### src/rtl/riscv_pkg.sv
// Shared RV32I definitions for the data-side load/store path:
// funct3 size/sign encodings and the load/store unit state type.
package riscv_pkg;

  localparam logic [2:0] F3_B  = 3'b000;
  localparam logic [2:0] F3_H  = 3'b001;
  localparam logic [2:0] F3_W  = 3'b010;
  localparam logic [2:0] F3_BU = 3'b100;
  localparam logic [2:0] F3_HU = 3'b101;

  typedef enum logic [1:0] {
    IDLE,
    BUS,
    DONE
  } lsu_state_t;

  // 011, 110 and 111 have no RV32I load/store meaning.
  function automatic logic f3_legal(input logic [2:0] f3);
    return !((f3 == 3'b011) || (f3[2:1] == 2'b11));
  endfunction

endpackage

### src/rtl/lsu_align.sv
// Combinational byte-lane steering: store strobe/replication and load
// lane selection with sign or zero extension. Sub-size address bits are ignored.
module lsu_align
  import riscv_pkg::*;
(
  input  logic [2:0]  funct3,
  input  logic [1:0]  addr_lo,
  input  logic [31:0] store_data,
  input  logic [31:0] rdata,
  output logic [3:0]  wstrb,
  output logic [31:0] wdata,
  output logic [31:0] load_val
);

  logic [7:0]  rbyte;
  logic [15:0] rhalf;

  assign rbyte = rdata[{addr_lo, 3'b000} +: 8];
  assign rhalf = rdata[{addr_lo[1], 4'b0000} +: 16];

  always_comb begin
    wstrb = 4'b1111;
    wdata = store_data;
    case (funct3[1:0])
      2'b00: begin
        wstrb = 4'b0001 << addr_lo;
        wdata = {4{store_data[7:0]}};
      end
      2'b01: begin
        wstrb = addr_lo[1] ? 4'b1100 : 4'b0011;
        wdata = {2{store_data[15:0]}};
      end
      default: begin
        wstrb = 4'b1111;
        wdata = store_data;
      end
    endcase
  end

  always_comb begin
    load_val = '0;
    case (funct3)
      F3_B:    load_val = {{24{rbyte[7]}}, rbyte};
      F3_BU:   load_val = {24'h000000, rbyte};
      F3_H:    load_val = {{16{rhalf[15]}}, rhalf};
      F3_HU:   load_val = {16'h0000, rhalf};
      F3_W:    load_val = rdata;
      default: load_val = '0;
    endcase
  end

endmodule

### src/rtl/load_store_unit.sv
// Data-side memory stage: one outstanding valid/ready word access per load/store,
// stalling the core until done. Define LSU_MISALIGN_TRAP_EN to trap misaligned accesses.
module load_store_unit
  import riscv_pkg::*;
#(
  parameter int unsigned ADDR_W = 32
) (
  input  logic              clk,
  input  logic              rst,
  input  logic              mem_req,
  input  logic              mem_we,
  input  logic [2:0]        funct3,
  input  logic [ADDR_W-1:0] addr,
  input  logic [31:0]       store_data,
  output logic [31:0]       load_data,
  output logic              stall,
`ifdef LSU_MISALIGN_TRAP_EN
  output logic              misaligned,
`endif
  output logic              bus_valid,
  input  logic              bus_ready,
  output logic [ADDR_W-1:0] bus_addr,
  output logic              bus_we,
  output logic [3:0]        bus_wstrb,
  output logic [31:0]       bus_wdata,
  input  logic [31:0]       bus_rdata
);

  lsu_state_t  state_q;
  logic [2:0]  funct3_q;
  logic [1:0]  addr_lo_q;
  logic        legal;
  logic        access_mis;
  logic        in_bus;
  logic [2:0]  align_f3;
  logic [1:0]  align_lo;
  logic [3:0]  align_strb;
  logic [31:0] align_wdata;
  logic [31:0] align_load;

  assign legal  = f3_legal(funct3);
  assign in_bus = (state_q == BUS);
  assign stall  = mem_req & (state_q != DONE);

  // Live request drives store steering at issue; registered attributes drive load extraction.
  assign align_f3 = in_bus ? funct3_q  : funct3;
  assign align_lo = in_bus ? addr_lo_q : addr[1:0];

`ifdef LSU_MISALIGN_TRAP_EN
  assign access_mis = ((funct3[1:0] == 2'b01) & addr[0]) |
                      ((funct3[1:0] == 2'b10) & (addr[1:0] != 2'b00));
`else
  assign access_mis = 1'b0;
`endif

  lsu_align u_align (
    .funct3     (align_f3),
    .addr_lo    (align_lo),
    .store_data (store_data),
    .rdata      (bus_rdata),
    .wstrb      (align_strb),
    .wdata      (align_wdata),
    .load_val   (align_load)
  );

  always_ff @(posedge clk or negedge rst) begin
    if (!rst) begin
      state_q   <= IDLE;
      bus_valid <= 1'b0;
      bus_we    <= 1'b0;
      bus_wstrb <= 4'b0000;
      bus_addr  <= '0;
      bus_wdata <= '0;
      load_data <= '0;
      funct3_q  <= 3'b000;
      addr_lo_q <= 2'b00;
    end else begin
      unique case (state_q)
        IDLE: begin
          if (mem_req) begin
            if (!legal) begin
              state_q   <= DONE;
              load_data <= '0;
            end else if (access_mis) begin
              state_q <= DONE;
            end else begin
              state_q   <= BUS;
              bus_valid <= 1'b1;
              bus_we    <= mem_we;
              bus_addr  <= {addr[ADDR_W-1:2], 2'b00};
              bus_wstrb <= mem_we ? align_strb : 4'b0000;
              bus_wdata <= align_wdata;
              funct3_q  <= funct3;
              addr_lo_q <= addr[1:0];
            end
          end
        end
        BUS: begin
          if (bus_ready) begin
            state_q   <= DONE;
            bus_valid <= 1'b0;
            if (!bus_we) load_data <= align_load;
          end
        end
        DONE:    state_q <= IDLE;
        default: state_q <= IDLE;
      endcase
    end
  end

`ifdef LSU_MISALIGN_TRAP_EN
  // High only in the DONE cycle that follows a trapped request.
  always_ff @(posedge clk or negedge rst) begin
    if (!rst) begin
      misaligned <= 1'b0;
    end else begin
      misaligned <= (state_q == IDLE) & mem_req & legal & access_mis;
    end
  end
`endif

endmodule

### config.mk
export PLATFORM = sky130hd
export DESIGN_NAME = load_store_unit
export DESIGN_NICKNAME = d
export VERILOG_FILES = /design/src/rtl/riscv_pkg.sv /design/src/rtl/lsu_align.sv /design/src/rtl/load_store_unit.sv
export SDC_FILE = /design/constraint.sdc
export NUM_CORES = 1
export LEC_CHECK = 0
export ABC_AREA = 1
export ABC_CLOCK_PERIOD_IN_PS = 1800
export CORE_ASPECT_RATIO = 2
export CORE_UTILIZATION = 40
export DETAILED_ROUTE_END_ITERATION = 12
export DONT_BUFFER_PORTS = 1
export GPL_ROUTABILITY_DRIVEN = 1
export PLACE_DENSITY = 0.63
export SLEW_MARGIN = 20
export SYNTH_ARGS = -nofsm -noshare
export SYNTH_HDL_FRONTEND = slang
export SYNTH_SLANG_ARGS = --single-unit
export TNS_END_PERCENT = 5
### constraint.sdc
create_clock -name clk -period 1.8 [get_ports clk]
set_input_delay 0.27 -clock clk [delete_from_list [all_inputs] [get_ports clk]]
set_output_delay 0.27 -clock clk [all_outputs]
set_load 0.01 [all_outputs]
==> metrics.yaml, run 1 <==
start_util_pct: 40.8
tritoncts: "yes"
synthFlopType: "dfrtp_1"
async_reset_ff_share_pct: 100
die_x_um: 83.1
grt_max_degree: 108
yosysWarnings: 0
whs_ns: -0.383
postSynthAreaPerCell_sq_um: 7.53
required_ns: 2.04
setup_viol: 0
synth_top_cell_by_area: "dfrtp_1"
place_hpwl_um: 11900
rows: 59
die_area_sq_mm: 0.0137
peakVddDrop_mv: 0.681
globalRoute.totalOverflow: 0
worst_hold_path_type: "in -> async"
drv_slew: 0
post_drt_wl_per_cell_um: 18.5
synth-xor-area-share_pct: 0
synth_compound_area_share_pct: 6.23
postPlaceCellArea_sq_mm: 0.00546
synth_top_family_by_area: "simple AND/OR/NAND/NOR gates"
port_buffers: 0
final_nets: 801
powerDensity_mw_per_mm2: 1540
grt_pass1_wl_um: 24300
gp_congestion: 0.945
cpPeakStageDelay_ns: 0.40
design.portCount: 207
insertion_delay_ns: 0.34
yosys.area_share.simple_pct: 36.7
clock_skew_ns: 0.0117
core_sq_mm: 0.0129
setup_ws_ns: 0.0581
grt_pass1_vias: 4679
vias: 4609
critical_path_arrival_ns: 1.98
fmax_mhz: 574
timing.max_cap.violations: 0
drcViolationCount: 0
cts_buffers: 9
finalHoldViolations: 107
syn_area_sq_mm: 0.00527
multi_input_area_sq_mm: 0.00228
via_per_inst: 5.40
synth.top_cell.area_share_pct: 50.9
placedCellCount: 838
outcome: "finished, violations left"
fin_cells: 854
synth_area_leaders: "dfrtp_1 51%, nand2_1 25%, nand3_1 5.8%, o21ai_0 2.7%, nor2_1 1.9%"
clockBufferDepth: 2
htreeDepth: 3
numClockSinks: 107
synth_common_cells: "357 x nand2_1, 107 x dfrtp_1, 61 x nand3_1"
area_growth_pct: 9.77
muxShareOfSynthArea_pct: 0
seq_area_sq_mm: 0.00268
final_layout_size_suffix_gt1_share_pct: 9.83
die_h_um: 164
final_cell_area_sq_mm: 0.00578
clk_pin_slew_ns: 0.07
power_leakage_nw: 3.10
fin_crit_ns: 1.74
root_buffer: "clkbuf_16"
ant_nets: 0
cp_max_fo: 24
synthCells: 699
synth-seq-cells: 107
n_antenna_cell: 0
synthAdderAreaFrac_pct: 0
path_cells: "inv_2, buf_4, nand3_1, nand2_1, nand3_1, nand3_2, buf_12, nand3_1, nand2_1, nand2_1"
slowest_stage: "dfrtp_1"
rsz0062_at_grt: "true"
drtPass1Iterations: 4
ys_types: 28
crit_path_start_kind: "register"
synth.most_common_cell: "nand2_1"
path_buf_inv: 3
dp_slack_ns: 0.0326
period_share_pct: 96.8
synth_edf_count: 0
n_fill_cell: 1282
criticalPathCategory: "reg -> reg"
postRouteWirelength_um: 15800
violations: "negative hold slack"
crit_family: "simple AND/OR/NAND/NOR gates"
drt_iter0_markers: 220
antenna_found_initial: 0
ys_seq_area_share_pct: 50.9
track_usage_pct: 23.1
endpoint_kind: "register"
[cell type report]
cell class	instances	share of cell area (%)
clock buffers	9	3.90
clock inverters	7	1.47
inverters	30	1.99
multi-input cells	527	39.5
flip-flops and latches	107	46.4
well taps	152	3.29
repair buffers	22	3.51
[per-stage QoR]
stage,hold WS [ns],util (%),power [mW],setup TNS [ns]
CTS,-0.396,44.7,9.01,0
global placement,-0.0237,42.3,6.83,0
floorplan,-0.0256,-,6.07,0
detailed placement,-0.0235,42.3,6.93,0
global route,-0.404,44.7,9.51,-0.0724
finish,-0.383,44.7,8.92,0
[state kept, by name, summed over array words and instances (netlist names)]
register	count
load_data	32
bus_wstrb	4
state_q	2
bus_valid	1
funct3_q	3
bus_we	1
bus_addr	30
bus_wdata	32
addr_lo_q	2
[routing by layer]
metal	wire (um)	share of wire, %	GRT usage (%)	vias up
li1	-	-	-	2176
met1	5050	32	21.7	2130
met5	0	0	0	-
met2	8560	54	43.0	242
met3	1360	8.6	7.29	61
met4	868	5.5	14.5	0
[layout by cell type, fill, tap and decap left out, types with 9 or more instances in the layout]
master	n
nand2_1	355
dfrtp_1	106
nand3_1	61
o21ai_0	28
nor2_1	26
inv_1	25
buf_4	19
a21oi_1	15
a31oi_1	12
nand2_2	10
clkbuf_16	9
[cells by family (layout without fill, tap and decap cells)]
group / Yosys count / after routing
other: 1 / 2
AO/OA/AOI/OAI: 59 / 59
AND/OR/NAND/NOR: 466 / 466
buffers and inverters: 66 / 68
flip-flops: 107 / 107
[path summary, 6_finish.rpt]
kind / from / end / slack [ns] / cells after the start
worst max-delay path: state_q[1]$_DFFE_PN0P_ / load_data[9]$_DFFE_PN0P_ / 0.06 / 10
worst min-delay path: rst / load_data[19]$_DFFE_PN0P_ / -0.38 / 0
worst max register to register: state_q[1]$_DFFE_PN0P_ / load_data[9]$_DFFE_PN0P_ / 0.06 / 10
worst min register to register: funct3_q[1]$_DFFE_PN0P_ / funct3_q[1]$_DFFE_PN0P_ / 0.52 / 2
max in group asynchronous: rst / state_q[0]$_DFFE_PN0P_ / 1.94 / 0
min in group clk: bus_ready / state_q[0]$_DFFE_PN0P_ / 0.04 / 1
[power by group]
group	leakage, nW	switching (mW)	internal, mW
Clock	0.150	0.948	1.11
Sequential	1.35	1.13	3.29
Combinational	1.60	1.57	0.874
[timing repair]
action	in CTS	in global routing
buffers inserted	0	0
gates resized for setup	0	5
setup endpoints to repair	0	38
hold endpoints to repair	107	107
(Power assumes the default switching activity.)
==> run 2, diff against run 1 <==
CORE_MARGIN = 8   (was default)
==> metrics.yaml, run 2 (synthesized netlist as in run 1, its figures left out) <==
outcome: "finished, violations left"  # unchanged
violations: "negative hold slack"  # unchanged
die_x_um: 97.1  # was 83.1 um
drt_iter0_markers: 182  # was 220
total_power_mw: 9.32  # was 8.92 mW
grt_max_degree: 108  # unchanged
n_fill_cell: 1265  # was 1282
grt_pass1_vias: 4864  # was 4679
period_share_pct: 97.4  # was 96.8%
drcViolationCount: 0  # unchanged
die_h_um: 178  # was 164 um
layout_commonest_cell: "nand2_1"  # unchanged
numClockSinks: 107  # unchanged
endpoint_kind: "register"  # unchanged
final_layout_size_suffix_gt1_share_pct: 13.2  # was 9.83%
clock_skew_ns: 0.0147  # was 0.0117 ns
rsz0062_at_grt: "true"  # unchanged
drv_slew: 0  # unchanged
multi_input_area_sq_mm: 0.00240  # was 0.00228 sq mm
powerDensity_mw_per_mm2: 1520  # was 1540 mW/mm^2
antenna_found_initial: 0  # unchanged
cp_max_fo: 8  # was 24
place_hpwl_um: 14000  # was 11900 um
criticalPathCategory: "reg -> reg"  # unchanged
postRouteWirelength_um: 18500  # was 15800 um
clockBufferDepth: 2  # unchanged
area_growth_pct: 16.5  # was 9.77%
seq_area_sq_mm: 0.00268  # about the same
via_per_inst: 5.41  # was 5.40
worst_hold_path_type: "in -> async"  # unchanged
root_buffer: "clkbuf_16"  # unchanged
slowest_stage: "dfrtp_1"  # unchanged
tritoncts: "yes"  # unchanged
ant_nets: 0  # unchanged
reg_top3: "bus_wdata x32, load_data x32, bus_addr x30"  # unchanged
rows: 59  # unchanged
final_nets: 821  # was 801
fin_cells: 874  # was 854
design.portCount: 207  # unchanged
vias: 4729  # was 4609
whs_ns: -0.396  # was -0.383 ns
required_ns: 2.09  # was 2.04 ns
crit_path_start_kind: "register"  # unchanged
critical_path_arrival_ns: 2.04  # was 1.98 ns
finalSetupTns_ns: 0  # unchanged
track_usage_pct: 20.1  # was 23.1%
core_sq_mm: 0.0129  # unchanged
gp_congestion: 0.883  # was 0.945
fin_crit_ns: 1.75  # was 1.74 ns
cpPeakStageDelay_ns: 0.42  # was 0.40 ns
setup_viol: 0  # unchanged
globalRoute.totalOverflow: 0  # unchanged
peakVddDrop_mv: 0.754  # was 0.681 mV
htreeDepth: 3  # unchanged
insertion_delay_ns: 0.35  # was 0.34 ns
start_util_pct: 40.8  # unchanged
path_cells: "buf_12, nand3_1, nand2_1, and2_4, o21ai_4, buf_4, nor3_4, buf_4, nand2_1, nand2_1"  # was inv_2, buf_4, nand3_1, nand2_1, nand3_1, nand3_2, buf_12, nand3_1, nand2_1, nand2_1
grt_pass1_wl_um: 27000  # was 24300 um
die_area_sq_mm: 0.0173  # was 0.0137 sq mm
finalHoldViolations: 107  # unchanged
fmax_mhz: 570  # was 574 MHz
cp_common_cell: "nand2_1"
n_antenna_cell: 0  # unchanged
port_buffers: 0  # unchanged
clk_pin_slew_ns: 0.08  # was 0.07 ns
cts_buffers: 9  # unchanged
final_cell_mix: "352 x nand2_1, 107 x dfrtp_1, 58 x nand3_1"  # was 355 x nand2_1, 106 x dfrtp_1, 61 x nand3_1
timing.max_cap.violations: 0  # unchanged
power_leakage_nw: 3.25  # was 3.10 nW
drtPass1Iterations: 5  # was 4
final_core_util_pct: 47.5  # was 44.7%
placedCellCount: 849  # was 838
post_drt_wl_per_cell_um: 21.2  # was 18.5 um
[run 2: timing repair]
action | 4_1_cts | 5_1_grt
endpoints found under the hold margin | 107 | 107
endpoints found under the setup margin | 32 | 42
pin swaps | 3 | 9
setup buffers | 1 | 6
cloned | 1 | 3
resized for setup | 8 | 25
[run 2: final timing paths]
check	to	cells past startpoint	slack, ns	from
worst max register to register	load_data[7]$_DFFE_PN0P_	10	0.05	state_q[0]$_DFFE_PN0P_
worst max-delay path	load_data[7]$_DFFE_PN0P_	10	0.05	state_q[0]$_DFFE_PN0P_
min in group clk	state_q[0]$_DFFE_PN0P_	1	0.03	bus_ready
worst min-delay path	load_data[19]$_DFFE_PN0P_	0	-0.40	rst
worst min register to register	funct3_q[1]$_DFFE_PN0P_	2	0.52	funct3_q[1]$_DFFE_PN0P_
max in group asynchronous	bus_wstrb[3]$_DFFE_PN0P_	0	2.00	rst
[run 2: where the power goes]
part	internal, mW	leakage (nW)	switching (mW)
clock	0.971	0.138	0.966
combinational	1.14	1.76	1.75
sequential	3.29	1.35	1.20
total	5.40	3.25	3.92
[run 2: final cells by class]
cell class,instances,area share [%]
Inverter,30,2.00
Clock buffer,10,3.73
Timing Repair Buffer,40,7.43
Sequential cell,107,43.7
Multi-Input combinational cell,529,39.1
Clock inverter,6,0.938
Tap cell,152,3.10
[run 2: routing by layer]
layer / vias to the layer above / global-route usage [%] / wire [um]
li1: 2228 / - / -
met1: 2236 / 17.3 / 5810
met2: 214 / 38.1 / 10100
met3: 51 / 7.68 / 1750
met4: 0 / 11.3 / 844
met5: - / 0 / 0
[run 2: worst max-delay path, delay by kind of cell (launching register included)]
family                 cells  cell delay (ns)
AOI/OAI and AO/OA          1             0.08
buffers and inverters      3             0.51
DFF                        1             0.42
and+or+nand+nor            6             0.67
[run 2: per-stage QoR]
step	hold WS, ns	cell area [sq um]	worst slack, ns
after floorplan	-0.0256	5270	0.228
after global placement	-0.0226	5580	-0.139
after detailed placement	-0.0225	5580	-0.228
after CTS	-0.402	5930	0.00777
after global routing	-0.407	6130	-0.0305
final	-0.396	6130	0.0461
==> run 3, diff against run 2 <==
ABC_AREA = default   (was 1)
==> metrics.yaml, run 3 <==
drt_iter0_markers: 164  # was 182
n_fill_cell: 1149  # was 1265
grt_pass1_vias: 4195  # was 4864
via_per_inst: 5.71  # was 5.41
ys_seq_area_share_pct: 54.0  # was 50.9%
finalHoldViolations: 107  # unchanged
timing.max_cap.violations: 0  # unchanged
synth.top_cell.area_share_pct: 54.0  # was 50.9%
synthAdderAreaFrac_pct: 0  # unchanged
endpoint_kind: "register"  # unchanged
grt_max_degree: 108  # unchanged
clock_skew_ns: 0.00722  # was 0.0147 ns
synth_common_cells: "178 x nand2_1, 107 x dfrtp_1, 33 x mux2i_1"  # was 357 x nand2_1, 107 x dfrtp_1, 61 x nand3_1
whs_ns: -0.389  # was -0.396 ns
required_ns: 2.03  # was 2.09 ns
start_util_pct: 40.9  # was 40.8%
async_reset_ff_share_pct: 100  # unchanged
ys_types: 47  # was 28
die_h_um: 173  # was 178 um
synth-seq-cells: 107  # unchanged
criticalPathCategory: "reg -> reg"  # unchanged
final_layout_size_suffix_gt1_share_pct: 19.0  # was 13.2%
design.portCount: 207  # unchanged
drtPass1Iterations: 5  # unchanged
grt_pass1_wl_um: 23800  # was 27000 um
peakVddDrop_mv: 0.611  # was 0.754 mV
drv_slew: 0  # unchanged
fin_crit_ns: 2.04  # was 1.75 ns
final_nets: 646  # was 821
area_growth_pct: 19.5  # was 16.5%
powerDensity_mw_per_mm2: 1470  # was 1520 mW/mm^2
die_area_sq_mm: 0.0164  # was 0.0173 sq mm
setup_viol: 42  # was 0
layout_commonest_cell: "nand2_1"  # unchanged
synth.most_common_cell: "nand2_1"  # unchanged
insertion_delay_ns: 0.35  # about the same
period_share_pct: 114  # was 97.4%
globalRoute.totalOverflow: 0  # unchanged
placedCellCount: 674  # was 849
htreeDepth: 3  # unchanged
antenna_found_initial: 0  # unchanged
synthFlopType: "dfrtp_1"  # unchanged
rows: 57  # was 59
rsz0062_at_grt: "true"  # unchanged
place_hpwl_um: 12300  # was 14000 um
post_drt_wl_per_cell_um: 23.4  # was 21.2 um
synth_area_leaders: "dfrtp_1 54%, nand2_1 13%, mux2i_1 6.7%, a221o_1 4.4%, o21ai_0 3.0%"  # was dfrtp_1 51%, nand2_1 25%, nand3_1 5.8%, o21ai_0 2.7%, nor2_1 1.9%
outcome: "finished, violations left"  # unchanged
crit_path_start_kind: "register"  # unchanged
worstMarginPinSlew_ns: 0.612
r2r_cells: 8  # was 10
relSlewSlack_pct: 59.0
syn_area_sq_mm: 0.00496  # was 0.00527 sq mm
fmax_mhz: 489  # was 570 MHz
synth_top_family_by_area: "simple AND/OR/NAND/NOR gates"  # unchanged
synthCells: 513  # was 699
reg_top3: "bus_wdata x32, load_data x32, bus_addr x30"  # unchanged
numClockSinks: 107  # unchanged
clk_pin_slew_ns: 0.08  # about the same
cts_buffers: 9  # unchanged
ant_nets: 0  # unchanged
r2r_slack_ns: -0.24  # was 0.05 ns
postRouteWirelength_um: 16200  # was 18500 um
synth_compound_area_share_pct: 16.2  # was 6.23%
synth-xor-area-share_pct: 0  # unchanged
critical_path_arrival_ns: 2.28  # was 2.04 ns
tritoncts: "yes"  # unchanged
drcViolationCount: 0  # unchanged
r2r-start: "state_q[1]$_DFFE_PN0P_"  # was state_q[0]$_DFFE_PN0P_
setup_ws_ns: -0.244  # was 0.0461 ns
total_power_mw: 8.68  # was 9.32 mW
vias: 3960  # was 4729
worst_hold_path_type: "in -> async"  # unchanged
port_buffers: 0  # unchanged
gp_congestion: 0.901  # was 0.883
crit_start: "state_q[1]$_DFFE_PN0P_"  # was state_q[0]$_DFFE_PN0P_
yosysWarnings: 0  # unchanged
yosys.area_share.simple_pct: 18.1  # was 36.7%
dp_slack_ns: -0.439  # was -0.228 ns
clockBufferDepth: 2  # unchanged
cp_max_fo: 7  # was 8
final_cell_mix: "177 x nand2_1, 106 x dfrtp_1, 38 x buf_4"  # was 352 x nand2_1, 107 x dfrtp_1, 58 x nand3_1
synth_edf_count: 0  # unchanged
track_usage_pct: 19.1  # was 20.1%
n_antenna_cell: 0  # unchanged
fin_cells: 694  # was 874
power_leakage_nw: 2.85  # was 3.25 nW
synth_top_cell_by_area: "dfrtp_1"  # unchanged
root_buffer: "clkbuf_16"  # unchanged
core_sq_mm: 0.0121  # was 0.0129 sq mm
die_x_um: 94.7  # was 97.1 um
postSynthAreaPerCell_sq_um: 9.66  # was 7.53 sq um
violations: "negative hold slack, negative setup slack"  # was negative hold slack
muxShareOfSynthArea_pct: 8.13  # was 0%
regToRegEndpoint: "load_data[12]$_DFFE_PN0P_"  # was load_data[7]$_DFFE_PN0P_
run 3: cell count changes in the layout (fill, tap and decap cells not counted), moves of 9 or more:
| cell | before | now |
|---|---|---|
| buf_4 | 27 | 38 |
| o21ai_1 | 0 | 10 |
| a31oi_1 | 12 | 2 |
| nand2_2 | 10 | 1 |
| mux2i_1 | 0 | 29 |
| inv_1 | 25 | 4 |
| nand2_1 | 352 | 177 |
| a221o_1 | 0 | 22 |
| nand3_1 | 58 | 4 |
run 3: repair_timing:
action                     CTS  global route
pin swaps                   11             1
hold endpoints to repair   107           107
setup endpoints to repair   59            77
buffers inserted             2             0
cloned                       1             1
resized for setup           32            18
run 3: stage by stage:
| step | TNS, ns | utilization (%) | cell area, sq um |
|---|---|---|---|
| 2_1_floorplan | -6.57 | - | 4970 |
| 3_3_place_gp | -8.23 | 44.2 | 5360 |
| 3_5_place_dp | -11.78 | 44.2 | 5360 |
| 4_1_cts | -6.52 | 48.3 | 5860 |
| 5_1_grt | -11.85 | 48.8 | 5920 |
| 6_report | -7.52 | 48.8 | 5920 |
run 3: worst max-delay path by stage:
| stage | end | slack (ns) | depth (start not counted) |
|---|---|---|---|
| after floorplan | load_data[21]$_DFFE_PN0P_ | -0.31 | 9 |
| after global placement | load_data[9]$_DFFE_PN0P_ | -0.35 | 8 |
| after detailed placement | load_data[10]$_DFFE_PN0P_ | -0.44 | 8 |
| after CTS | load_data[29]$_DFFE_PN0P_ | -0.22 | 7 |
| after global routing | load_data[10]$_DFFE_PN0P_ | -0.34 | 8 |
| final | load_data[12]$_DFFE_PN0P_ | -0.24 | 8 |
run 3: layer usage:
metal  track usage (%)  share of wire, %  wire length (um)  vias up
met5                 0                 0                 0        -
met4              9.84               4.1               668        0
met3              9.07                12              1940       43
met2              35.2                54              8820      201
met1              15.8                30              4810     1892
li1                  -                 -                 -     1824
run 3: logic make-up after synthesis:
| group | after synthesis |
|---|---|
| buf+inv | 36 |
| mux | 38 |
| compound gates | 112 |
| simple gates | 219 |
| flops | 107 |
| other cells | 1 |
run 3: power by group:
| part | switching (mW) | internal [mW] |
|---|---|---|
| Clock | 0.981 | 1.12 |
| Combinational | 1.17 | 1.10 |
| Sequential | 1.08 | 3.22 |
run 3: layout make-up:
class	count	area, sq um	share of cell area [%]
Clock buffer	9	225	3.80
Inverter	4	15.0	0.254
Timing Repair Buffer	48	424	7.16
Sequential cell	107	2680	45.2
Clock inverter	7	91.3	1.54
Multi-Input combinational cell	372	2300	38.9
Tap cell	147	184	3.11
run 3: worst max-delay path, stage by stage, from the launching register on:
cell      delay [ns]
dfrtp_2         0.45
nor2b_4         0.21
buf_6           0.16
mux2i_4         0.24
nand3b_1        0.17
o21ai_2         0.15
a221oi_2        0.35
buf_4           0.17
o21ai_2         0.04
